## src/rtl/button_conditioner.sv

```systemverilog
// rtl/button_conditioner.sv - per-channel synchroniser, debouncer and press/release/long/repeat strobes
module button_conditioner #(
    parameter int WIDTH      = 4,
    parameter int COUNT_MAX  = 2_000_000,
    parameter int HOLD_MAX   = 100_000_000,
    parameter int REPEAT_MAX = 25_000_000
) (
    input  logic             clk,
    input  logic             reset_n,
    input  logic [WIDTH-1:0] noisy_in,
    output logic [WIDTH-1:0] clean_out,
    output logic [WIDTH-1:0] rise_out,
    output logic [WIDTH-1:0] fall_out,
    output logic [WIDTH-1:0] long_out,
    output logic [WIDTH-1:0] repeat_out
);

    localparam int CW = ($clog2(COUNT_MAX + 1) < 1) ? 1 : $clog2(COUNT_MAX + 1);
    localparam int HW = ($clog2(HOLD_MAX + 1) < 1) ? 1 : $clog2(HOLD_MAX + 1);
    localparam int RW = ($clog2(REPEAT_MAX + 1) < 1) ? 1 : $clog2(REPEAT_MAX + 1);

    localparam logic [CW-1:0] COUNT_LAST  = CW'(COUNT_MAX - 1);
    localparam logic [HW-1:0] HOLD_LAST   = HW'(HOLD_MAX - 1);
    localparam logic [RW-1:0] REPEAT_LAST = RW'((REPEAT_MAX > 0) ? REPEAT_MAX - 1 : 0);
    localparam bit            REPEAT_EN   = (REPEAT_MAX > 0);

    typedef enum logic [1:0] {
        ST_IDLE    = 2'd0,
        ST_PRESSED = 2'd1,
        ST_HELD    = 2'd2
    } chan_state_t;

    for (genvar i = 0; i < WIDTH; i++) begin : g_chan
        logic          sync1;
        logic          sync2;
        logic          stable;
        logic [CW-1:0] deb_cnt;
        logic [HW-1:0] hold_cnt;
        logic [RW-1:0] rep_cnt;
        logic          rise_q;
        logic          fall_q;
        logic          long_q;
        logic          rep_q;
        chan_state_t   state;
        chan_state_t   state_nxt;
        logic          flip;
        logic          rise_evt;
        logic          fall_evt;
        logic          long_evt;
        logic          rep_evt;

        // Events are decided one cycle ahead so the strobes land on the edge that
        // changes the level; a release on that edge always wins over long/repeat.
        always_comb begin
            flip      = 1'b0;
            rise_evt  = 1'b0;
            fall_evt  = 1'b0;
            long_evt  = 1'b0;
            rep_evt   = 1'b0;
            state_nxt = state;

            flip     = (sync2 != stable) && (deb_cnt == COUNT_LAST);
            rise_evt = flip && sync2;
            fall_evt = flip && !sync2;
            long_evt = (state == ST_PRESSED) && !fall_evt && (hold_cnt == HOLD_LAST);
            rep_evt  = REPEAT_EN && (state == ST_HELD) && !fall_evt && (rep_cnt == REPEAT_LAST);

            case (state)
                ST_IDLE: begin
                    if (rise_evt) begin
                        state_nxt = ST_PRESSED;
                    end
                end
                ST_PRESSED: begin
                    if (fall_evt) begin
                        state_nxt = ST_IDLE;
                    end else if (long_evt) begin
                        state_nxt = ST_HELD;
                    end
                end
                ST_HELD: begin
                    if (fall_evt) begin
                        state_nxt = ST_IDLE;
                    end
                end
                default: begin
                    state_nxt = ST_IDLE;
                end
            endcase
        end

        always_ff @(posedge clk or negedge reset_n) begin
            if (!reset_n) begin
                sync1    <= 1'b0;
                sync2    <= 1'b0;
                stable   <= 1'b0;
                deb_cnt  <= '0;
                hold_cnt <= '0;
                rep_cnt  <= '0;
                rise_q   <= 1'b0;
                fall_q   <= 1'b0;
                long_q   <= 1'b0;
                rep_q    <= 1'b0;
                state    <= ST_IDLE;
            end else begin
                sync1 <= noisy_in[i];
                sync2 <= sync1;

                // Any cycle of agreement throws away the partial count.
                if ((sync2 == stable) || flip) begin
                    deb_cnt <= '0;
                end else begin
                    deb_cnt <= deb_cnt + 1'b1;
                end
                if (flip) begin
                    stable <= sync2;
                end

                // Hold count only advances while pressed; it parks at HOLD_MAX once held.
                if ((state == ST_IDLE) || fall_evt) begin
                    hold_cnt <= '0;
                end else if (state == ST_PRESSED) begin
                    hold_cnt <= hold_cnt + 1'b1;
                end

                if (!REPEAT_EN || (state != ST_HELD) || fall_evt || rep_evt) begin
                    rep_cnt <= '0;
                end else begin
                    rep_cnt <= rep_cnt + 1'b1;
                end

                rise_q <= rise_evt;
                fall_q <= fall_evt;
                long_q <= long_evt;
                rep_q  <= rep_evt;
                state  <= state_nxt;
            end
        end

        assign clean_out[i]  = stable;
        assign rise_out[i]   = rise_q;
        assign fall_out[i]   = fall_q;
        assign long_out[i]   = long_q;
        assign repeat_out[i] = rep_q;
    end

endmodule
```

## config.mk

```make
export PLATFORM = sky130hd
export DESIGN_NAME = button_conditioner
export DESIGN_NICKNAME = d
export VERILOG_FILES = /design/src/rtl/button_conditioner.sv
export SDC_FILE = /design/constraint.sdc
export NUM_CORES = 1
export LEC_CHECK = 0
export ABC_CLOCK_PERIOD_IN_PS = 3700
export CORE_MARGIN = 2
export CORE_UTILIZATION = 45
export CTS_CLUSTER_SIZE = 20
export DETAILED_ROUTE_END_ITERATION = 7
export GPL_ROUTABILITY_DRIVEN = 0
export PLACE_DENSITY = 0.57
export SLEW_MARGIN = 10
export SYNTH_ARGS = -nofsm -noshare
export SYNTH_HDL_FRONTEND = slang
export SYNTH_SLANG_ARGS = --single-unit
```

## constraint.sdc

```tcl
create_clock -name clk -period 3.7 [get_ports clk]
set_clock_uncertainty 0.1 [all_clocks]
set_input_delay 0.37 -clock clk [delete_from_list [all_inputs] [get_ports clk]]
set_output_delay 0.37 -clock clk [all_outputs]
set_load 0.03 [all_outputs]
```

Word level (Yosys, flattened, before mapping)
Cells that the tools add are included.
{"block": "classes", "n_addsub": 12, "n_mux": 36, "reduce_logical": 64, "n_eq_ne": 44}
{"op": "2-to-1 mux 27 bit", "count": 8}
{"op": "adder 27 x 1 -> 27 bit (second input constant)", "count": 4}
{"op": "equality test 27 bit (second input constant)", "count": 4}
{"op": "adder 25 x 1 -> 25 bit (second input constant)", "count": 4}
{"op": "equality test 25 bit (second input constant)", "count": 4}
{"op": "2-to-1 mux 25 bit", "count": 4}
{"op": "adder 21 x 1 -> 21 bit (second input constant)", "count": 4}
{"op": "equality test 21 bit (second input constant)", "count": 4}
{"op": "2-to-1 mux 21 bit", "count": 4}
{"op": "2-to-1 mux 2 bit", "count": 16}
{"op": "logical AND 1 bit", "count": 28}
{"op": "!= test 2 bit (second input constant)", "count": 12}
{"op": "case mux 2 bit (3 select lines)", "count": 4}
{"op": "logical OR 1 bit", "count": 16}
{"op": "!= test 3 bit (second input constant)", "count": 4}
{"op": "AND reduction 3 bit", "count": 4}
{"op": "equality test 2 x 1 -> 1 bit (second input constant)", "count": 4}
{"op": "equality test 2 bit (second input constant)", "count": 4}
{"op": "logical NOT 1 bit", "count": 8}
{"op": "logical NOT 2 bit", "count": 4}
{"op": "nonzero test 2 bit", "count": 4}
{"op": "equality test 1 bit", "count": 4}
{"op": "!= test 1 bit", "count": 4}
{"block": "word_totals", "wordCells": 200, "inputBits": 6, "output_inout_bits": 20, "ff_bits": 328}

Longest topological paths before layout
Gate-level depths: netlist of run 1.
{"block": "logic_depth", "depth_word": 9, "mapped_depth": 8, "ltp_nobuf": 7}

Worst setup path before layout of run 1
No wires, ideal clock.
{"block": "synth_path", "path_type": "register to register", "start": "reg g_chan[2].deb_cnt[11]", "end": "reg g_chan[2].hold_cnt[18]", "arrival_time_ns": 1.955, "setup_slack_ns": 1.516, "path_buffers": 1, "required_ns": 3.470, "path_stages_with_launch": 6, "synth_period_minus_slack_ns": 2.184, "setup_ns": 0.130, "path_cell_list": "dfrtp_1 or4b_4 or4_4 o22ai_2 buf_2 a21oi_1"}
{"block": "synth_between", "elab_chain_len": 5, "elab_cells_between_ends": 6, "classes_between": "1 x eq/ne; 1 x mux; 4 x reduce/logical"}
{"item": "start: declaration", "line_no": "37", "rtl": "logic [CW-1:0] deb_cnt;"}
{"item": "start signal: assignment", "line_no": "113", "rtl": "deb_cnt <= deb_cnt + 1'b1;"}
{"item": "equality test 21 bit *", "line_no": "62", "rtl": "flip = (sync2 != stable) && (deb_cnt == COUNT_LAST);"}
{"item": "logical AND 1 bit *", "line_no": "62"}
{"item": "logical AND 1 bit *", "line_no": "64", "rtl": "fall_evt = flip && !sync2;"}
{"item": "logical OR 1 bit *", "line_no": "120", "rtl": "if ((state == ST_IDLE) || fall_evt) begin"}
{"item": "2-to-1 mux 27 bit or nonzero test 2 bit (tied branches)"}
{"item": "end signal: assignment", "line_no": "123", "rtl": "hold_cnt <= hold_cnt + 1'b1;"}
{"item": "end: declaration", "line_no": "38", "rtl": "logic [HW-1:0] hold_cnt;"}
Every way passes the cells marked *; elsewhere a longest branch is shown, timed or not.
A chain may end at the register's enable or synchronous reset.

Worst setup path in the final report of run 1
{"block": "layout_path", "start": "reg g_chan[1].deb_cnt[0]", "end": "reg g_chan[1].rep_cnt[20]"}
{"block": "layout_between", "elab_chain_len": 8, "elab_cells_between_ends": 9, "classes_between": "1 x eq/ne; 1 x mux; 7 x reduce/logical"}
{"item": "start: declaration", "line_no": "37"}
{"item": "start signal: assignment", "line_no": "113"}
{"item": "equality test 21 bit *", "line_no": "62"}
{"item": "logical AND 1 bit *", "line_no": "62"}
{"item": "logical AND 1 bit *", "line_no": "64"}
{"item": "logical NOT 1 bit", "line_no": "66", "rtl": "rep_evt = REPEAT_EN && (state == ST_HELD) && !fall_evt && (rep_cnt == REPEAT_LAST);"}
{"item": "logical AND 1 bit (2 in a row)", "line_no": "66"}
{"item": "logical OR 1 bit *", "line_no": "126", "rtl": "if (!REPEAT_EN || (state != ST_HELD) || fall_evt || rep_evt) begin"}
{"item": "2-to-1 mux 25 bit *", "line_no": "126"}
{"item": "end signal: assignment", "line_no": "129", "rtl": "rep_cnt <= rep_cnt + 1'b1;"}
{"item": "end: declaration", "line_no": "39", "rtl": "logic [RW-1:0] rep_cnt;"}
Marked as above.

==> results.cfg, run 1 <==
[timing]
max-slew-margin-rel = 0.225
fmaxAchievable_mhz = 374
finalWorstPathRequiredPeriod_ns = 2.67
slew_violations = 0
layout_worst_path_cycle_share = 0.722
setup_viol = 0
fin_ws_ns = 1.03
finalSetupTns_ns = 0
hold_viol = 0
worst_slew_pin_slew_ns = 1.15
rsz0062_at_grt = false

[logic_synthesis]
yosys_register_bits = 328
synth_area_in_adders = 0.00893
synth.yosys.seq_area_share = 0.488
synthesis.area_um2 = 16800
yosys.cell_count.top_type = sky130_fd_sc_hd__dfrtp_1
yosysWarnings = 0
asyncSetResetFlopFracSynth = 1.00
synthDistinctLibCells = 71
synthesis.area_per_instance_um2 = 9.36
synth_top_area_share = 0.488
synth_area_in_simple_gates = 0.287
synthMuxAreaShare = 0.0115
synth_edf_count = 0
post_synthesis_cells = 1796
synth_compound_area_frac = 0.0858
synth_nets = 1814
yosys-top-cells-count = sky130_fd_sc_hd__dfrtp_1 (328), sky130_fd_sc_hd__nor2_1 (280), sky130_fd_sc_hd__nand2_1 (144)
synth_top_family_by_area = simple AND/OR/NAND/NOR gates
synth_top_cells_by_area = sky130_fd_sc_hd__dfrtp_1 (49%), sky130_fd_sc_hd__nor2_1 (6.3%), sky130_fd_sc_hd__xor2_1 (5.1%), sky130_fd_sc_hd__nand3_1 (4.0%), sky130_fd_sc_hd__xnor2_1 (3.5%)
yosys.area_share.xor_xnor = 0.0865
yosys.area.top_type = sky130_fd_sc_hd__dfrtp_1
ys_dominant_reg_cell = sky130_fd_sc_hd__dfrtp_1

[setup_path]
criticalPathCategory = flop to flop
critical_path.n_buffers_inverters = 0
timing.critical_path.mode_cell = sky130_fd_sc_hd__nand3_1
worst-path-max-fanout = 25
timing.critical_path.slowest_cell_delay_ns = 0.75
signal_arrival_time_at_the_worst_endpoint_ns = 2.94
crit_start = g_chan[1].deb_cnt[0]$_DFF_PN0_
timing.rr.start = g_chan[1].deb_cnt[0]$_DFF_PN0_
cp_slowest_cell = sky130_fd_sc_hd__nand3_1
cp_required_ns = 3.96
cp_cell_sequence = ha_1, nand3_1, nor4_4, nand2_1, nand3_1, nor2_1
worstSetupStartpointType = flop
crit_family = simple AND/OR/NAND/NOR gates
crit_path_end_kind = flop

[power]
leakagePower_nw = 7.56
power_per_cell_area_nw_per_um2 = 404
power_frac_seq = 0.479
internal_power_mw = 5.95
share_clk_of_total_power = 0.505
total_switching_power_mw = 1.59
sw_frac_of_total = 0.211
combPwrFrac = 0.016
irDropWorstVdd_v = 0.000311

[global_route]
first_pass_grt_wire_length_um = 60800
grt_use_total = 0.184
overflow = 0
maximum_number_of_pins_on_one_net_before_global_route_repair = 92
grt_pass1_vias = 12500
antenna_violations_before_repair = 0

[floorplan]
core_um2 = 36700
initial_core_util = 0.458
dieArea_um2 = 38900
boundaryPins = 26
die_height_um = 197
num_rows = 70
die-width_um = 197

[routing]
detail_route.drc_violations = 0
aggregate_routed_wire_length_um = 34800
drtAntennaViolNets = 0
via_count = 12900
dr.pass1.iters = 5
wire_per_inst_um = 15.2
detail_route.iter0.violations = 622
viasPerCell = 5.61

[cts]
worstSkewPairLatency_ns = 0.53
cts_made_buffers = 39
clock_tree.root_cell = sky130_fd_sc_hd__clkbuf_16
clk_pin_slew_worst_paths_ns = 0.06
cts.htree.levels = 2
numClockSinks = 328
tritoncts_clock_tree = yes
cts_max_path_buffers = 3

[cells_and_area]
num_antenna_cells = 0
areaGrowthSynthToFinish_pct = 11.2
non_filler_cells_final = 2293
final-seq-area_um2 = 8210
multi_input_comb_area_um2 = 8070
final.fill_count = 3363
layout-drive-gt1-share = 0.0679
fin_nets = 1815

[worst_hold_path]
hold_path.startpoint = noisy_in[3]
worstHoldPathType = input port to flop

[placed_design]
hpwlAfterDp_um = 22300
pre_cts_ws_ns = 1.00
buffer_ports.inserted = 25
placed_cells_incl_taps = 2223

[run]
max-cap-violations = 0

[run_status]
run_status = finished, final reports clean
-- flip-flops by register name, indices dropped and copies added, names as in the netlist --
| signal | flops |
|---|---|
| g_chan.stable | 4 |
| g_chan.sync1 | 4 |
| g_chan.long_q | 4 |
| g_chan.hold_cnt | 108 |
| g_chan.deb_cnt | 84 |
| g_chan.rep_q | 4 |
| g_chan.fall_q | 4 |
| g_chan.rep_cnt | 100 |
| g_chan.rise_q | 4 |
| g_chan.state | 8 |
| g_chan.sync2 | 4 |
-- timing repair --
item	in CTS	in global routing
endpoints found under the hold margin	75	0
gates resized for setup	0	0
setup buffers	0	0
endpoints found under the setup margin	0	0
hold buffers	1	0
-- final timing paths --
| path | depth (start not counted) | endpoint | slack [ns] |
|---|---|---|---|
| max reg2reg | 6 | g_chan[1].rep_cnt[20]$_DFF_PN0_ | 1.03 |
| min reg2reg | 0 | g_chan[0].sync2$_DFF_PN0_ | 0.25 |
| min | 1 | g_chan[3].sync1$_DFF_PN0_ | 0.17 |
| max | 6 | g_chan[1].rep_cnt[20]$_DFF_PN0_ | 1.03 |
| max in group asynchronous | 3 | g_chan[2].deb_cnt[6]$_DFF_PN0_ | 2.07 |
| min in group asynchronous | 2 | g_chan[1].fall_q$_DFF_PN0_ | 0.31 |
-- power by group through the flow --
| stage | clock network, mW | registers, mW | logic, mW |
|---|---|---|---|
| 4_1_cts | 3.95 | 3.62 | 0.127 |
| 2_1_floorplan | 0 | 3.68 | 0.0302 |
| 6_report | 3.81 | 3.62 | 0.117 |
| 3_5_place_dp | 0 | 3.68 | 0.125 |
| 5_1_grt | 4.08 | 3.62 | 0.141 |
| 3_3_place_gp | 0 | 3.68 | 0.125 |
-- routing by layer --
metal / share of wire / GRT usage
met2: 0.46 / 0.296
met5: 0 / 0
met1: 0.49 / 0.263
met3: 0.031 / 0.0254
met4: 0.018 / 0.0498
-- logic make-up after synthesis --
| family | after synthesis |
|---|---|
| AO/OA/AOI/OAI | 227 |
| adder cells (fa/ha/maj) | 12 |
| flip-flops | 328 |
| buffers and inverters | 116 |
| AND/OR/NAND/NOR | 929 |
| XOR/XNOR | 166 |
| multiplexers | 18 |
-- layout make-up --
cell class	instances	share of cell area
sequential	328	0.439
tap	468	0.0313
clock buffer	60	0.0651
timing repair buffer	42	0.0220
inverter	34	0.00683
clock inverter	9	0.00402
multi-input combinational	1352	0.432
-- layout by cell type (no fill, tap or decap), types with 7 or more instances in the layout --
master / synthesis / routed
sky130_fd_sc_hd__nand4_1: 78 / 78
sky130_fd_sc_hd__mux2_2: 11 / 11
sky130_fd_sc_hd__nand2b_1: 15 / 15
sky130_fd_sc_hd__o21ai_0: 39 / 39
sky130_fd_sc_hd__clkbuf_16: 0 / 41
sky130_fd_sc_hd__mux2i_1: 7 / 7
sky130_fd_sc_hd__inv_1: 34 / 34
sky130_fd_sc_hd__and2_1: 22 / 22
sky130_fd_sc_hd__ha_1: 12 / 12
sky130_fd_sc_hd__nor4b_1: 9 / 9
sky130_fd_sc_hd__nor2_1: 280 / 280
sky130_fd_sc_hd__nor3_1: 43 / 43
sky130_fd_sc_hd__a21oi_1: 71 / 69
sky130_fd_sc_hd__a41oi_1: 15 / 15
sky130_fd_sc_hd__dfrtp_1: 328 / 328
sky130_fd_sc_hd__xnor2_1: 68 / 68
sky130_fd_sc_hd__clkbuf_1: 46 / 7
sky130_fd_sc_hd__nor4_1: 26 / 26
sky130_fd_sc_hd__or4_1: 13 / 13
sky130_fd_sc_hd__nand2_1: 144 / 144
sky130_fd_sc_hd__and4_1: 28 / 28
sky130_fd_sc_hd__clkbuf_8: 0 / 12
sky130_fd_sc_hd__a31oi_1: 39 / 39
sky130_fd_sc_hd__nor2b_1: 8 / 8
sky130_fd_sc_hd__a22oi_1: 11 / 11
sky130_fd_sc_hd__and3_1: 53 / 53
sky130_fd_sc_hd__nand3_1: 135 / 135
sky130_fd_sc_hd__clkdlybuf4s50_1: 0 / 24
sky130_fd_sc_hd__buf_4: 22 / 14
sky130_fd_sc_hd__or3_1: 30 / 30
sky130_fd_sc_hd__xor2_1: 98 / 98
-- through the flow --
stage / instance area, um2 / hold WS [ns] / util / total power, mW
2_1_floorplan: 16800 / -0.0256 / - / 3.71
3_3_place_gp: 17400 / 0.234 / 0.474 / 3.80
3_5_place_dp: 17400 / 0.236 / 0.474 / 3.81
4_1_cts: 18700 / 0.143 / 0.509 / 7.69
5_1_grt: 18700 / 0.157 / 0.509 / 7.84
6_report: 18700 / 0.174 / 0.509 / 7.55
Power figures use the tool's default switching activity.
==> inputs of run 2 (changes only) <==
Settings changed: ABC_CLOCK_PERIOD_IN_PS 3700 to 2300, PLACE_DENSITY 0.57 to 0.59.
Clock period 3.7 ns to 2.3 ns, I/O delays scaled along.
==> run 2 against run 1 <==
The flow now finishes with violations (setup timing). Hold slack worse by 0.14 ns. Register-to-register slack worse by 1.1 ns. Total power grew 68%. Critical path depth up 1. Highest routed layer unchanged.
==> results.cfg, run 2 (same netlist as run 1, synthesis figures left out) <==
[routing]
detail_route.iter0.violations = 719
drtAntennaViolNets = 0
dr.pass1.iters = 5
viasPerCell = 5.60
wire_per_inst_um = 15.2
aggregate_routed_wire_length_um = 36600
via_count = 13500
detail_route.drc_violations = 0

[timing]
fin_ws_ns = -0.0538
worst_slew_pin_slew_ns = 0.588
rsz0062_at_grt = true
hold_viol = 0
setup_viol = 4
finalWorstPathRequiredPeriod_ns = 2.35
finalSetupTns_ns = -0.115
slew_violations = 0
worst_hold_slack_ns = 0.0340
fmaxAchievable_mhz = 425
max-slew-margin-rel = 0.606
layout_worst_path_cycle_share = 1.02

[floorplan]
initial_core_util = 0.458
boundaryPins = 26
die_height_um = 197
dieArea_um2 = 38900
die-width_um = 197
core_um2 = 36700
num_rows = 70

[cells_and_area]
layout-drive-gt1-share = 0.140
fin_nets = 1927
num_antenna_cells = 0
largest_registers = g_chan.hold_cnt: 108 flops, g_chan.rep_cnt: 100 flops, g_chan.deb_cnt: 84 flops
layout_commonest_cell = sky130_fd_sc_hd__dfrtp_1
registers.top_by_ff_count = g_chan.hold_cnt
layout_common_cells = sky130_fd_sc_hd__dfrtp_1 (328), sky130_fd_sc_hd__nor2_1 (280), sky130_fd_sc_hd__nand2_1 (143), sky130_fd_sc_hd__nand3_1 (130), sky130_fd_sc_hd__buf_4 (105)
areaGrowthSynthToFinish_pct = 19.5
largest_register_ffs = 108

[setup_path]
cp_required_ns = 2.62
criticalPathCategory = flop to flop
worst-path-max-fanout = 7
crit_path_end_kind = flop
worstSetupStartpointType = flop
signal_arrival_time_at_the_worst_endpoint_ns = 2.67

[cts]
tritoncts_clock_tree = yes
worstSkewPairLatency_ns = 0.55
clk_pin_slew_worst_paths_ns = 0.06
numClockSinks = 328
cts.htree.levels = 2
cts_max_path_buffers = 3
clock_tree.root_cell = sky130_fd_sc_hd__clkbuf_16
cts_made_buffers = 38

[placed_design]
buffer_ports.inserted = 25
hpwlAfterDp_um = 24000

[power]
power_frac_seq = 0.457
share_clk_of_total_power = 0.525
combPwrFrac = 0.017
total_switching_power_mw = 2.64
irDropWorstVdd_v = 0.000676
sw_frac_of_total = 0.208
power_per_cell_area_nw_per_um2 = 633
leakagePower_nw = 8.34
internal_power_mw = 10.1

[run]
max-cap-violations = 0

[global_route]
overflow = 0
grt_use_total = 0.192
first_pass_grt_wire_length_um = 62800
grt_pass1_vias = 13100
antenna_violations_before_repair = 0
maximum_number_of_pins_on_one_net_before_global_route_repair = 66

[run_status]
violations_in_the_final_reports = setup timing
run_status = finished, violations left

[worst_hold_path]
worstHoldPathType = input port to flop
-- run 2: cell types whose count changed in the layout (fill, tap and decap cells not counted), sizes merged --
cell and change:
a21oi +1, buf +108, bufinv +6, clkbuf -8, clkinv -1, clkinvlp +3, dlygate4sd3 +3, inv +1
-- run 2: power by group through the flow --
| stage | sequential (mW) | combinational (mW) | clock (mW) |
|---|---|---|---|
| 2_1_floorplan | 5.92 | 0.0486 | 0 |
| 3_3_place_gp | 5.92 | 0.228 | 0 |
| 3_5_place_dp | 5.92 | 0.227 | 0 |
| 4_1_cts | 5.81 | 0.235 | 6.88 |
| 5_1_grt | 5.82 | 0.259 | 7.13 |
| 6_report | 5.82 | 0.222 | 6.67 |
-- run 2: final cells by class --
| cell class | instances | area [um2] |
|---|---|---|
| tap | 468 | 586 |
| multi-input combinational | 1353 | 8300 |
| timing repair buffer | 154 | 1450 |
| sequential | 328 | 8210 |
| clock inverter | 18 | 285 |
| clock buffer | 51 | 1120 |
| fill | 3259 | 16600 |
| inverter | 34 | 128 |
-- run 2: final timing paths --
kind                       slack, ns                            endpoint  cells past startpoint                             from
setup / recovery               -0.05  g_chan[1].hold_cnt[26]$_DFFE_PN0P_                      7  g_chan[1].deb_cnt[11]$_DFF_PN0_
setup reg to reg               -0.05  g_chan[1].hold_cnt[26]$_DFFE_PN0P_                      7  g_chan[1].deb_cnt[11]$_DFF_PN0_
hold reg to reg                 0.25           g_chan[3].sync2$_DFF_PN0_                      0        g_chan[3].sync1$_DFF_PN0_
min in group asynchronous       0.07  g_chan[1].hold_cnt[21]$_DFFE_PN0P_                      2                          reset_n
hold / removal                  0.03           g_chan[1].sync1$_DFF_PN0_                      1                      noisy_in[1]
max in group asynchronous       1.27        g_chan[3].stable$_DFFE_PN0N_                      4                          reset_n
-- run 2: critical path, cell delays in order (launching register included) --
cell                      delay (ns)
sky130_fd_sc_hd__dfrtp_1        0.38
sky130_fd_sc_hd__or4b_4         0.56
sky130_fd_sc_hd__nor4_4         0.38
sky130_fd_sc_hd__buf_4          0.19
sky130_fd_sc_hd__a21oi_4        0.06
sky130_fd_sc_hd__buf_12         0.15
sky130_fd_sc_hd__and3_4         0.16
sky130_fd_sc_hd__a221o_1        0.26
-- run 2: per-stage QoR --
stage	cells	cell area, um2	total power [mW]	setup WS [ns]	utilization
CTS	2389	19700	12.9	0.0138	0.537
detailed placement	2316	18300	6.15	0.0179	0.497
finish	2406	20100	12.7	-0.0538	0.547
global placement	2316	18300	6.15	0.0662	0.497
floorplan	1796	16800	5.97	0.116	-
global route	2406	20100	13.2	-0.134	0.547
-- run 2: per-layer routing --
metal / routed length, um / track usage / vias up
li1: - / - / 6647
met1: 18000 / 0.270 / 6614
met2: 16700 / 0.307 / 164
met3: 1230 / 0.0290 / 60
met4: 784 / 0.0607 / 0
met5: 0 / 0 / -
-- run 2: timing repair --
action / 4_1_cts / 5_1_grt
hold buffers: 4 / 0
cloned: 0 / 3
resized for setup: 1 / 50
endpoints found under the hold margin: 289 / 0
buffers inserted: 0 / 14
pin swaps: 0 / 22
endpoints found under the setup margin: 1 / 68
